===== src/rtl/sd_cmd_if.sv =====
// sd_cmd_if: host/physical-layer signals of one SD command transaction.
interface sd_cmd_if #(parameter int RESP_W = 48);
  logic              new_cmd;
  logic [5:0]        cmd_index;
  logic [31:0]       cmd_argument;
  logic              resp_expected;
  logic              serial_ready;
  logic              ack_in;
  logic              strobe_in;
  logic [RESP_W-1:0] response_in;
  logic [39:0]       cmd_out;
  logic              strobe_out;
  logic              ack_out;
  logic [RESP_W-1:0] response;
  logic              busy;
  logic              cmd_complete;
  logic              timeout_error;
  modport slave (
    input  new_cmd, cmd_index, cmd_argument, resp_expected, serial_ready, ack_in, strobe_in, response_in,
    output cmd_out, strobe_out, ack_out, response, busy, cmd_complete, timeout_error
  );
  modport master (
    output new_cmd, cmd_index, cmd_argument, resp_expected, serial_ready, ack_in, strobe_in, response_in,
    input  cmd_out, strobe_out, ack_out, response, busy, cmd_complete, timeout_error
  );
endinterface


===== src/rtl/sd_cmd_sequencer.sv =====
// sd_cmd_sequencer: sequences one SD command frame hand-off and its response/timeout.
module sd_cmd_sequencer #(
  parameter int RESP_W    = 48,
  parameter int TIMEOUT   = 1024,
  parameter int TIMEOUT_W = 16
) (
  input logic     clock,
  input logic     reset,
  sd_cmd_if.slave bus
);
  typedef enum logic [2:0] {IDLE, WAIT_READY, SEND, WAIT_RESP, ACK_RESP, DONE} state_t;
  state_t state, state_n;
  logic resp_exp;
  logic [TIMEOUT_W-1:0] cnt;
  logic hit;
  logic capture;
  assign hit = cnt == TIMEOUT_W'(TIMEOUT - 1);
  assign capture = state == IDLE && bus.new_cmd;
  always_comb begin
    state_n = state;
    case (state)
      IDLE:       state_n = bus.new_cmd ? WAIT_READY : IDLE;
      WAIT_READY: state_n = bus.serial_ready ? SEND : WAIT_READY;
      SEND:       state_n = !bus.ack_in ? SEND : resp_exp ? WAIT_RESP : DONE;
      WAIT_RESP:  state_n = bus.strobe_in ? ACK_RESP : hit ? DONE : WAIT_RESP;
      ACK_RESP:   state_n = bus.strobe_in ? ACK_RESP : DONE;
      DONE:       state_n = bus.new_cmd ? DONE : IDLE;
      default:    state_n = IDLE;
    endcase
  end
  // Handshake/status outputs are registered images of the state being entered.
  always_ff @(posedge clock or negedge reset)
    if (!reset) begin
      state             <= IDLE;
      resp_exp          <= 1'b0;
      cnt               <= '0;
      bus.cmd_out       <= '0;
      bus.strobe_out    <= 1'b0;
      bus.ack_out       <= 1'b0;
      bus.response      <= '0;
      bus.busy          <= 1'b0;
      bus.cmd_complete  <= 1'b0;
      bus.timeout_error <= 1'b0;
    end else begin
      state            <= state_n;
      bus.strobe_out   <= state_n == SEND;
      bus.ack_out      <= state_n == ACK_RESP;
      bus.busy         <= state_n != IDLE;
      bus.cmd_complete <= state_n == DONE;
      cnt              <= state != WAIT_RESP ? '0 : hit ? cnt : cnt + TIMEOUT_W'(1);
      if (capture) begin
        bus.cmd_out       <= {2'b01, bus.cmd_index, bus.cmd_argument};
        resp_exp          <= bus.resp_expected;
        bus.response      <= '0;
        bus.timeout_error <= 1'b0;
      end
      if (state == WAIT_RESP && bus.strobe_in) bus.response <= bus.response_in;
      if (state == WAIT_RESP && !bus.strobe_in && hit) bus.timeout_error <= 1'b1;
    end
endmodule


===== src/flat_wrapper.sv =====
// flat-port wrapper written by rule: the top's interface ports become plain ports
module sd_cmd_sequencer_flat 
#(
  parameter int RESP_W    = 48,
  parameter int TIMEOUT   = 1024,
  parameter int TIMEOUT_W = 16
)
  (clock, reset, bus_new_cmd, bus_cmd_index, bus_cmd_argument, bus_resp_expected, bus_serial_ready, bus_ack_in, bus_strobe_in, bus_response_in, bus_cmd_out, bus_strobe_out, bus_ack_out, bus_response, bus_busy, bus_cmd_complete, bus_timeout_error);
  sd_cmd_if #(.RESP_W(RESP_W)) bus_i ();
  input logic clock;
  input logic reset;
  input wire logic [$bits(bus_i.new_cmd)-1:0] bus_new_cmd;
  input wire logic [$bits(bus_i.cmd_index)-1:0] bus_cmd_index;
  input wire logic [$bits(bus_i.cmd_argument)-1:0] bus_cmd_argument;
  input wire logic [$bits(bus_i.resp_expected)-1:0] bus_resp_expected;
  input wire logic [$bits(bus_i.serial_ready)-1:0] bus_serial_ready;
  input wire logic [$bits(bus_i.ack_in)-1:0] bus_ack_in;
  input wire logic [$bits(bus_i.strobe_in)-1:0] bus_strobe_in;
  input wire logic [$bits(bus_i.response_in)-1:0] bus_response_in;
  output wire logic [$bits(bus_i.cmd_out)-1:0] bus_cmd_out;
  output wire logic [$bits(bus_i.strobe_out)-1:0] bus_strobe_out;
  output wire logic [$bits(bus_i.ack_out)-1:0] bus_ack_out;
  output wire logic [$bits(bus_i.response)-1:0] bus_response;
  output wire logic [$bits(bus_i.busy)-1:0] bus_busy;
  output wire logic [$bits(bus_i.cmd_complete)-1:0] bus_cmd_complete;
  output wire logic [$bits(bus_i.timeout_error)-1:0] bus_timeout_error;
  assign bus_i.new_cmd = bus_new_cmd;
  assign bus_i.cmd_index = bus_cmd_index;
  assign bus_i.cmd_argument = bus_cmd_argument;
  assign bus_i.resp_expected = bus_resp_expected;
  assign bus_i.serial_ready = bus_serial_ready;
  assign bus_i.ack_in = bus_ack_in;
  assign bus_i.strobe_in = bus_strobe_in;
  assign bus_i.response_in = bus_response_in;
  assign bus_cmd_out = bus_i.cmd_out;
  assign bus_strobe_out = bus_i.strobe_out;
  assign bus_ack_out = bus_i.ack_out;
  assign bus_response = bus_i.response;
  assign bus_busy = bus_i.busy;
  assign bus_cmd_complete = bus_i.cmd_complete;
  assign bus_timeout_error = bus_i.timeout_error;
  sd_cmd_sequencer #(.RESP_W(RESP_W), .TIMEOUT(TIMEOUT), .TIMEOUT_W(TIMEOUT_W)) u_core (.clock(clock), .reset(reset), .bus(bus_i));
endmodule

===== config.mk =====
export PLATFORM = sky130hd
export DESIGN_NAME = sd_cmd_sequencer_flat
export DESIGN_NICKNAME = d
export VERILOG_FILES = /design/src/rtl/sd_cmd_if.sv /design/src/rtl/sd_cmd_sequencer.sv /design/src/flat_wrapper.sv
export SDC_FILE = /design/constraint.sdc
export NUM_CORES = 1
export LEC_CHECK = 0
export ABC_CLOCK_PERIOD_IN_PS = 6100
export BUFFER_PORTS_ARGS = -buffer_cell sky130_fd_sc_hd__buf_4
export CAP_MARGIN = 20
export CORE_UTILIZATION = 54
export CTS_BUF_LIST = sky130_fd_sc_hd__clkbuf_8
export DETAILED_ROUTE_END_ITERATION = 10
export GPL_TIMING_DRIVEN = 0
export PLACE_DENSITY = 0.87
export SETUP_SLACK_MARGIN = 0.05
export SLEW_MARGIN = 20
export SYNTH_ARGS = -nofsm -noshare
export SYNTH_HDL_FRONTEND = slang
export SYNTH_SLANG_ARGS = --single-unit

===== constraint.sdc =====
create_clock -name clock -period 6.1 [get_ports clock]
set_clock_uncertainty 0.2 [all_clocks]
set_input_delay 0.305 -clock clock [delete_from_list [all_inputs] [get_ports clock]]
set_output_delay 0.305 -clock clock [all_outputs]
set_load 0.02 [all_outputs]

Word-level counts from Yosys, hierarchy flattened:

Cells that the tools add are included.

* memories: 0
* input port bits: 93
* output and inout bits: 93
* logic and storage cells: 46
* latch bits: 0
* bits in read-only memories: 0
* flip-flop bits (word level): 112
* memory bits (writable): 0

* reduce and logical (&&, ||, !) cells: 9
* $add $sub $neg: 1
* divide/modulo/power cells: 0
* $mul: 0
* eq/ne operators: 11
* muxes and demuxes: 15
* bitwise operators: 0
* $lt $le $gt $ge: 0
* shift-type cells: 0

Operator list (number)
* $mux 48: 2
* $mux 16: 2
* $pmux 3 s6: 1
* $add 16x1->16 const B: 1
* $eq 16x10->1 const B: 1
* $mux 3: 5
* $eq 3x3->1 const B: 4
* $eq 3x2->1 const B: 3
* $logic_and 1x1->1: 4
* $mux 1: 4
* $reduce_bool 2->1: 2
* $eq 3x1->1 const B: 1
* $logic_not 3->1: 1
* $ne 3x2->1 const B: 1
* $reduce_bool 3->1: 1
* $mux 2: 1
* $ne 2x2->1 const B: 1
* $logic_not 1->1: 1

Logic depth before layout (Yosys ltp):

* word-level depth: 5
* mapped depth: 8
* gate-level depth less buffers: 5

Least setup slack after synthesis:

No wires, ideal clock.

* kind: register to register
* start: reg u_core.cnt[0]
* end: reg u_core.cnt[7]
* stages on the path, launching flop included: 7
* data arrival time: 1.730 ns
* period minus slack after synthesis: 2.008 ns
* library setup time: 0.078 ns
* data required time: 5.822 ns
* path buffers: 1
* setup slack: 4.092 ns
* cell sequence: dfrtp_1 > ha_1 > and3_4 > and4_1 > buf_6 > or4_1 > a21oi_1

* cells in the longest elaborated chain, start to end: 3
* elaborated cells on any way between the ends: 5
* those cells by class: 1 x add/sub; 2 x eq/ne; 2 x mux

Ends and longest elaborated chain
* from (decl): line sd_cmd_sequencer.sv:14 `logic [TIMEOUT_W-1:0] cnt;`
* from (signal assigned): line sd_cmd_sequencer.sv:50 `cnt <= state != WAIT_RESP ? '0 : hit ? cnt : cnt + TIMEOUT_W'(1);`
* $add 16x1->16: line sd_cmd_sequencer.sv:50
* $mux 16 (2 in a row): line sd_cmd_sequencer.sv:50

Parallel ways exist; a longest one is shown, timed or not. The select of a mux whose other input is x is not followed.
A chain may end at the register's enable or synchronous reset.

Final worst setup path:

* start: reg u_core.state[1]
* end: reg u_core.bus.response[18]

* cells in the longest elaborated chain, start to end: 3
* elaborated cells on any way between the ends: 6
* those cells by class: 1 x eq/ne; 1 x mux; 4 x reduce/logical

Ends and longest elaborated chain
* from (decl): line sd_cmd_sequencer.sv:12 `state_t state, state_n;`
* from (signal assigned): line sd_cmd_sequencer.sv:45 `state <= state_n;`
* $eq 3x2->1 or $logic_not 3->1 (tied branches): line sd_cmd_sequencer.sv:57, sd_cmd_sequencer.sv:18
* $logic_and 1x1->1, on equally long branches: line sd_cmd_sequencer.sv:57, sd_cmd_sequencer.sv:18
* $mux 48 or $reduce_bool 2->1 (tied branches)
* to (signal assigned): line sd_cmd_sequencer.sv:57 `if (state == WAIT_RESP && bus.strobe_in) bus.response <= bus.response_in;`
* to (decl): line sd_cmd_if.sv:20 `output cmd_out, strobe_out, ack_out, response, busy, cmd_complete, timeout_error`

Parallel ways exist; a longest one is shown, timed or not.

==> summary.md <==
| Metric | Value |
|---|---|
| Status | completed |
| RSZ-0062 raised after global routing | false |
| Crit path arrival time | 2.41 ns |
| Fmax | 435.4 MHz |
| Post-CTS Setup Repair Bufs | 0 |
| Yosys warnings | 0 |
| Clock root cell | clkbuf_8 |
| Global-route wire length before repair | 23.06 mm |
| CTS resizes | 0 |
| Initial antenna violation count | 0 |
| CP endpoint kind | flip-flop |
| Hold Crit Class | in2reg |
| Dpl ws | 3.963 ns |
| Final period util | 0.3765 |
| Synth top area cells | dfrtp_1 (61%), mux2_2 (9.5%), nand2_1 (8.8%), nand3_1 (5.9%), xnor2_1 (1.5%) |
| Ys flop type | dfrtp_1 |
| CP required | 6.21 ns |
| Starting density of the core | 0.5602 |
| Post-Syn Area | 4603 um2 |
| Largest net degree at the start of global routing | 113 |
| Layout cells sized above 1 | 0.3607 |
| Vias per cell | 5.421 |
| Relative slew slack | 0.3351 |
| H-Tree Depth | 3 |
| Sw Pwr | 0.001312 W |
| Total clock sinks | 112 |
| DRC Markers | 0 |
| Chip width | 94.33 um |
| Most common cell in the netlist | dfrtp_1 |
| Slowest cell delay on critical path | 0.51 ns |
| # diodes | 0 |
| Syn avg cell area | 10.96 um2 |
| FF-to-FF End | u_core.bus.response[18] |
| Core Box Area | 8217 um2 |
| Die H | 94.33 um |
| R2R cell count | 6 |
| Flops & latches, synth | 112 |
| Clock power share | 0.144 |
| Synth cell types | 43 |
| Worst skew pair latency | 0.37 ns |
| WHS Endpoint | u_core.state[1] |
| Share of total power in combinational logic | 0.475 |
| Post-synth EDFFs | 0 |
| Fin. max-slew vios | 0 |
| Leading area contributor after synthesis | dfrtp_1 |
| Number of cells on the worst hold path | 4 |
| Layout net count | 797 |
| Seq/Total Area, Yosys | 0.6089 |
| Reg2reg start | u_core.state[1] |
| Detailed Route WL | 15.33 mm |
| Antenna viol nets, final | 0 |
| Syn Inst Count | 420 |
| Power Density | 448.0 nW/um2 |
| Crit-path most repeated cell | nand2_1 |
| I/O Pins | 186 |
| Crit-path cells | nor2b_1, nand2_1, buf_2, clkbuf_1, nand3_1, nand2_1 |
| Lkg Pwr | 3.611 nW |
| Cell internal pwr | 0.001915 W |
| CP delay by family, top | buffers and inverters |
| Sw Share | 0.4066 |
| Total CTS buffers | 9 |
| Vias | 4402 |
| DRT iter0 DRCs | 228 |
| Synth Net Count | 514 |
| Buffer and inverter count on the worst path | 2 |
| Die area | 8897 um2 |
| CP Launch Type | flip-flop |
| Hold Path Origin | bus_strobe_in |
| Final GP Congestion | 0.8197 |
| GRT Overall Usage | 0.3494 |
| Worst slew pin tran | 0.9973 ns |
| Setup TNS | 0 ns |
| Flop-to-flop setup slack | 3.80 ns |
| Sequential share of power | 0.381 |
| Hold Fails Final Rpt | 0 |
| Area share of the largest cell type after synthesis | 0.6089 |
| Crit path kind | reg2reg |
| Max VDD drop | 0.2567 mV |
| Max Cap Viol | 0 |
| Port buffer count | 184 |
| Rows | 33 |
| Number of global-route vias before repair | 4605 |
| Grt total ovfl | 0 |
| Post-DP HPWL | 8.185 mm |
| Fraction of registers with async set/reset | 1.000 |
| Reg clk slew, reported paths | 0.11 ns |
| Setup-failing EPs final | 0 |
| Max clock buf depth | 2 |
| Crit-path max FO | 10 |
| CTS tree | yes |
| Final min period | 2.297 ns |
| Area grow syn2layout | 56.48% |
| DRT Pass-1 Iters | 4 |
| Synth cell count leaders | dfrtp_1 (112), nand2_1 (108), nand3_1 (54) |
| Routed length per instance | 18.88 um |
| Slowest cell on crit path | dfrtp_1 |
| Slack of the critical path | 3.803 ns |
==> worst min-delay path, stage by stage <==
cell     delay, ns
buf_4         0.11
nor2_1        0.05
nand2_1       0.08
nand2_1       0.06
==> registers in the layout, summed over array words and instances (netlist names) <==
name,flops
u_core.bus.ack_out,1
u_core.bus.busy,1
u_core.bus.cmd_complete,1
u_core.bus.cmd_out,39
u_core.bus.response,48
u_core.bus.strobe_out,1
u_core.bus.timeout_error,1
u_core.cnt,16
u_core.resp_exp,1
u_core.state,3
==> metal layers <==
metal | up-vias | global-route usage | wire length (um)
li1 | 1997 | - | -
met1 | 2130 | 0.3925 | 5467
met2 | 231 | 0.6208 | 8064
met3 | 44 | 0.07201 | 1197
met4 | 0 | 0.1872 | 601
met5 | - | 0 | 0
==> cell usage in the layout (no fill, tap or decap), types with 2 or more instances in the layout <==
cell type      instances
inv_1                  3
or4_1                  2
xnor2_1                8
nor2b_1                3
mux2_2                39
clkinv_4               3
a21oi_1                3
buf_2                  9
nand3_1               54
o21ai_0                3
clkbuf_8              10
a211oi_1               4
and4_1                 3
nor4_1                 4
nor2_1                13
a31oi_1                3
nand2b_1               7
nand2_1              108
dfrtp_1              112
dlygate4sd3_1         88
buf_4                184
buf_6                  2
o22ai_1                2
clkbuf_1              13
nand4_1                4
==> timing repair <==
| item | CTS | global route |
|---|---|---|
| hold buffers | 88 | 0 |
| endpoints found under the setup margin | 0 | 0 |
| hold endpoints to repair | 199 | 0 |
==> area by class of cell <==
class,count,area (um2)
Clock buffer,10,137.6
Multi-Input combinational cell,281,1677
Buffer,24,112.6
Tap cell,105,131.4
Inverter,3,11.26
Timing Repair Buffer,272,2266
Fill cell,352,1013
Sequential cell,112,2803
Clock inverter,5,65.06
==> through the flow <==
| stage | cell area (um2) | hold WS (ns) | total power, W | utilization | cells |
|---|---|---|---|---|---|
| after floorplan | 4603 | -0.1906 | 0.001984 | - | 420 |
| after global placement | 6116 | 0.2528 | 0.002582 | 0.7443 | 709 |
| after detailed placement | 6120 | 0.2581 | 0.002642 | 0.7448 | 709 |
| after CTS | 7203 | 0.05894 | 0.003129 | 0.8767 | 812 |
| after global routing | 7203 | 0.07840 | 0.003368 | 0.8767 | 812 |
| final | 7203 | 0.06456 | 0.003227 | 0.8767 | 812 |
==> how the worst max path moves through the flow <==
stage                                          to  cells past startpoint  slack (ns)            start
after floorplan                     u_core.cnt[7]                      6        4.09    u_core.cnt[0]
after global routing      u_core.bus.response[21]                      6        3.69  u_core.state[1]
after detailed placement   u_core.bus.response[5]                      5        3.96  u_core.state[2]
final                     u_core.bus.response[18]                      6        3.80  u_core.state[1]
after CTS                      u_core.bus.ack_out                      6        3.93  u_core.state[0]
after global placement         u_core.bus.ack_out                      5        3.99  u_core.state[2]
==> cells by family (layout without fill, tap and decap cells) <==
| group | count (synthesis) | after routing | share of synthesized area |
|---|---|---|---|
| XOR/XNOR | 8 | 8 | 0.01522 |
| adder cells (fa/ha/maj) | 1 | 1 | 0.002718 |
| buffers and inverters | 27 | 314 | 0.02691 |
| AND/OR/NAND/NOR | 207 | 207 | 0.2096 |
| multiplexers | 40 | 40 | 0.09758 |
| flip-flops | 112 | 112 | 0.6089 |
| AO/OA/AOI/OAI | 24 | 24 | 0.03833 |
| other | 1 | 1 | 0.0008147 |
==> power groups by stage <==
stage / clock network [W] / registers [W] / logic, W
3_3_place_gp: 0 / 0.00119 / 0.00139
3_5_place_dp: 0 / 0.00121 / 0.00143
4_1_cts: 0.000454 / 0.00120 / 0.00147
5_1_grt: 0.000494 / 0.00125 / 0.00162
2_1_floorplan: 0 / 0.00154 / 0.000446
6_report: 0.000464 / 0.00123 / 0.00153
No activity file was read; power rests on OpenSTA's default activity.
